--- src/rtl/tq_chk_score.sv ---
// tq_chk_score: check-phase error scoreboard.
// Ports:
//   clk, rst   clock / asynchronous active-high reset
//   clr        clear counters back to the "no errors" state
//   cmp_en     a compare happens this cycle
//   match      result of that compare
//   idx        index of the word being compared
//   err_cnt    saturating mismatch count
//   first_err  index of the first mismatch; all-ones if none
module tq_chk_score #(
  parameter int ADDR_W = 10
) (
  input  logic              clk,
  input  logic              rst,
  input  logic              clr,
  input  logic              cmp_en,
  input  logic              match,
  input  logic [ADDR_W-1:0] idx,
  output logic [15:0]       err_cnt,
  output logic [ADDR_W-1:0] first_err
);

  // A separate "seen" flag is kept because all-ones is also a legal index.
  logic seen;

  always_ff @(posedge clk or posedge rst) begin
    if (rst) begin
      err_cnt   <= '0;
      first_err <= '1;
      seen      <= 1'b0;
    end else if (clr) begin
      err_cnt   <= '0;
      first_err <= '1;
      seen      <= 1'b0;
    end else if (cmp_en && !match) begin
      if (err_cnt != 16'hFFFF) begin
        err_cnt <= err_cnt + 16'd1;
      end
      if (!seen) begin
        seen      <= 1'b1;
        first_err <= idx;
      end
    end
  end

endmodule

--- config.mk ---
export PLATFORM = sky130hd
export DESIGN_NAME = tq_chk_score
export DESIGN_NICKNAME = d
export VERILOG_FILES = /design/src/rtl/tq_chk_score.sv
export SDC_FILE = /design/constraint.sdc
export NUM_CORES = 1
export LEC_CHECK = 0
export ABC_AREA = 1
export BUFFER_PORTS_ARGS = -buffer_cell sky130_fd_sc_hd__buf_2
export CAP_MARGIN = 20
export CORE_AREA = 2 2 67 69
export DETAILED_ROUTE_END_ITERATION = 10
export DIE_AREA = 0 0 69 71
export PLACE_DENSITY = 0.64
export SETUP_SLACK_MARGIN = 0.15
export SLEW_MARGIN = 5
export SYNTH_ARGS = -nofsm -noshare
export SYNTH_HDL_FRONTEND = slang
export SYNTH_SLANG_ARGS = --single-unit
--- constraint.sdc ---
create_clock -name clk -period 2.4 [get_ports clk]
set_input_delay 0.24 -clock clk [delete_from_list [all_inputs] [get_ports clk]]
set_output_delay 0.24 -clock clk [all_outputs]
set_load 0.01 [all_outputs]
== Word level (Yosys, flattened, before mapping) ==
Index checks and enable logic that the tools add are counted.

* Add/subtract/negate cells: 1
* Reductions and logical operators: 6
* Eq/ne operators: 2
* Multiplexer cells: 8

{| class="wikitable"
|+ Operators with widths
! cell !! count
|-
| 2-to-1 mux 16 bit || 3
|-
| 2-to-1 mux 10 bit || 3
|-
| adder 16 x 1 -> 16 bit (second input constant) || 1
|-
| != test 16 bit (second input constant) || 1
|-
| AND reduction 2 bit || 2
|-
| nonzero test 2 bit || 2
|-
| 2-to-1 mux 1 bit || 2
|-
| != test 2 bit (second input constant) || 1
|-
| logical AND 1 bit || 1
|-
| logical NOT 1 bit || 1
|}

* Output and inout port bits: 26
* Word-level logic and storage cells: 20
* Flip-flop bits (word level): 27
* Input bits: 15

== Depth between registers and ports, before layout ==
* Depth after elaboration: 4
* Depth in mapped cells: 9
* Gate-level depth less buffers: 8

== Least setup slack after synthesis ==
No wires, ideal clock.

* Path type: register to register
* Start point: register err_cnt[0]
* End point: register err_cnt[11]
* Data required time: 2282 ps
* Buffers on the path: 1
* Path slack: 895 ps
* Clock period less this slack: 1505 ps
* Cell stages (with the launch flop): 10
* Arrival time: 1387 ps
* Setup time: 118 ps
* Cell sequence: dfrtp_1 > ha_1 > nand3_2 > inv_2 > nand2_2 > nor2_2 > nand2_1 > nand2_2 > buf_12 > o21ai_2

* Cells in the longest elaborated chain, start to end: 4
* Elaborated cells between the ends (all ways): 7
* Classes of those cells: add/sub (1); eq/ne (1); mux (3); reduce/logical (2)

{| class="wikitable"
|+ RTL lines
! what !! RTL line !! text
|-
| from (decl) || 19 || <nowiki>output logic [15:0] err_cnt,</nowiki>
|-
| from (signal assigned) || 37 || <nowiki>err_cnt <= err_cnt + 16'd1;</nowiki>
|-
| adder 16 x 1 -> 16 bit || 37 ||
|-
| 2-to-1 mux 16 bit || 36 || <nowiki>if (err_cnt != 16'hFFFF) begin</nowiki>
|-
| 2-to-1 mux 16 bit || 35 || <nowiki>end else if (cmp_en && !match) begin</nowiki>
|-
| 2-to-1 mux 16 bit || 31 || <nowiki>end else if (clr) begin</nowiki>
|}

Parallel ways exist; a longest one is shown, timed or not. The select of a mux whose other input is x is not followed.
A chain may end at the register's enable or synchronous reset.

== Worst setup path in the final report ==
* Start point: register err_cnt[0]
* End point: register err_cnt[13]

The elaborated chain is that of the path after synthesis.

==> impl_metrics.toml <==
[sta]
hold_viol_final = 0
min_period_ns = 1.73
finClkSkew_ns = 0.00144
hold_slack_ns = 0.0720
worst_pin_slew_ns = 0.736
fmax_mhz = 578
setup_viol = 0
slew_viol_final = 0
period_share_pct = 72.1
relSlewSlack_pct = 50.9
finalSetupTns_ns = 0
rsz0062_at_grt = "no"

[setup_path]
crit_top_cell = "nand2_2"
crit_required_ns = 2.55
worstPathCellList = "ha_1 > nand3_2 > inv_2 > nand2_2 > nor2_2 > nand2_1 > nand2_2 > o21ai_0"
critical-path-max-stage-delay_ns = 0.45
r2r_start = "err_cnt[0]"
rr_worst_depth = 8
crit_type = "flop to flop"
crit_arrival_ns = 1.88
cp-end-kind = "flop"
critPathMaxFanout = 12
startpoint_type = "flop"
rrSetupSlack_ns = 0.67
r2r-end = "err_cnt[13]"
crit_path_start = "err_cnt[0]"
cp_slowest_cell = "dfrtp_1"

[logic_synthesis]
synthesis.nets = 211
synth_enable_flop_cells = 0
yosysWarnings = 0
yosysTopAreaCell = "dfrtp_1"
ys_seq_elements = 27
synth_area_per_cell_um2 = 7.85
synth_cell_type_count = 25
synth_area_leaders = "dfrtp_1 28%, dfstp_2 17%, nand2_1 15%, o21ai_2 5.7%, o21ai_0 5.2%"
synth_seq_area_share_pct = 44.9
ys_top_cells_by_count = "63 x nand2_1, 20 x nor2_1, 17 x dfrtp_1"
yosysTopAreaCellShare_pct = 27.8
ys.flop_type = "dfrtp_1"
syn_inst = 195
synth-async-reset-ratio_pct = 100
synthesis.area_mm2 = 0.00153
synth.most_common_cell = "nand2_1"

[floorplanning]
dieArea_mm2 = 0.00490
start_util_pct = 36.4
num_io_pins = 41
dieHeight_um = 71
placementRows = 24
die_x_um = 69
core_mm2 = 0.00420

[power]
finalPower_w = 0.000882
p_per_area_mw_per_mm2 = 489
comb_power_share_pct = 12.3
ir_worst_vdd_uv = 316
switchingPower_w = 0.000229
p_leak_nw = 0.862
pwr-share-clk_pct = 29.6
swShare_pct = 25.9
p_int_w = 0.000653
p_seq_share_pct = 58.0

[placement]
hpwlAfterDp_um = 2400
gp_congestion = 0.835
place_inst = 283
numPortBuffers = 40

[final_layout]
area_growth_pct = 17.8
layout.nets = 252
antenna_cells = 0
drive_gt1_share_pct = 34.9
finalNonFillerCells = 287
final_util_pct = 42.9

[drt]
drt-pass1-iter-count = 4
wl_per_cell_um = 11.4
viasPerCell = 4.61
wl_um = 3260
dr_total_vias = 1324
ant_nets = 0
first_iter_violations = 48
drc_errors = 0

[clocking]
h-tree-depth = 1
cts_setup_buffers = 0
cts_inserted_buffers = 3
ctsResizeCount = 0
clockRootBuffer = "clkbuf_8"
cts_tree = "done"
clock_sinks = 27
clk_pin_slew_worst_paths_ns = 0.09
clock_path_buffers = 2
hold_buffers = 0
clock_latency_ns = 0.28

[global_routing]
grt_antenna_before_repair = 0
grt_start_max_net_pins = 21
grt_pass1_vias = 1209
grt_use_total_pct = 14.5
grt_pass1_wl_um = 5770
overflow = 0

[status]
status = "finished, final reports clean"

[worst_hold_path]
hp-class = "input pin to asynchronous set/reset pin"

[flow_run]
cap_violations = 0
[layout by cell type (no fill, tap or decap), drive strengths merged, types with 3 or more instances in the layout]
cell | netlist | routed
o21ai | 28 | 28
nand3 | 9 | 9
buf | 2 | 41
nand4 | 3 | 3
inv | 17 | 17
dfstp | 10 | 10
dfrtp | 17 | 17
clkbuf | 3 | 3
o21bai | 4 | 4
nand2 | 69 | 69
nor2 | 25 | 25
xor2 | 3 | 3
[per-layer routing]
layer | vias up | global-route usage, % | wire length, um
met5 | - | 0 | 0
met4 | 0 | 2.61 | 21
met3 | 5 | 3.99 | 212
met2 | 40 | 22.6 | 1470
met1 | 581 | 20.5 | 1550
li1 | 698 | - | -
[worst max-delay path, delay by kind of cell, from the launching register on]
kind	cells	cell delay [ns]
AOI/OAI and AO/OA	1	0.15
adders and majority gates	1	0.23
buffers and inverters	1	0.09
DFF	1	0.45
and+or+nand+nor	5	0.69
[power by group through the flow]
stage | Clock (W) | Sequential [W] | Combinational (W)
2_1_floorplan | 0 | 0.000532 | 0.0000558
3_3_place_gp | 0 | 0.000520 | 0.000110
3_5_place_dp | 0 | 0.000518 | 0.000112
4_1_cts | 0.000284 | 0.000512 | 0.000111
5_1_grt | 0.000304 | 0.000516 | 0.000124
6_report | 0.000261 | 0.000512 | 0.000109
[registers in the layout, summed over array words and instances (netlist names)]
register and cells:
err_cnt 16, first_err 10, seen 1
[cells by family after synthesis]
kind of cell	Yosys count	share of synthesized area, %
xor gates and xnor gates	4	2.29
and+or+nand+nor	108	30.9
DFF	27	44.9
buffers and inverters	22	7.19
adders and majority gates	1	0.817
AOI/OAI and AO/OA	33	13.9
[how the worst max path moves through the flow]
stage | end | slack (ns) | depth (start not counted)
after CTS | err_cnt[13] | 0.63 | 8
final | err_cnt[13] | 0.67 | 8
after global placement | err_cnt[13] | 0.73 | 8
after detailed placement | err_cnt[13] | 0.66 | 8
after global routing | err_cnt[13] | 0.48 | 8
after floorplan | err_cnt[11] | 0.90 | 9
[cell type report]
class                      count  area [um2]
fill                         457        2400
multi-input combinational    146         733
sequential                    27         688
timing repair buffer          41         208
tap                           52        65.1
inverter                      17        63.8
clock buffer                   3        41.3
clock inverter                 1        5.00
[metrics by stage]
| step | cell area (um2) | setup slack [ns] |
|---|---|---|
| floorplan | 1530 | 0.895 |
| global placement | 1760 | 0.726 |
| detailed placement | 1760 | 0.658 |
| CTS | 1800 | 0.633 |
| global route | 1800 | 0.480 |
| finish | 1800 | 0.670 |
(Power assumes the default switching activity.)
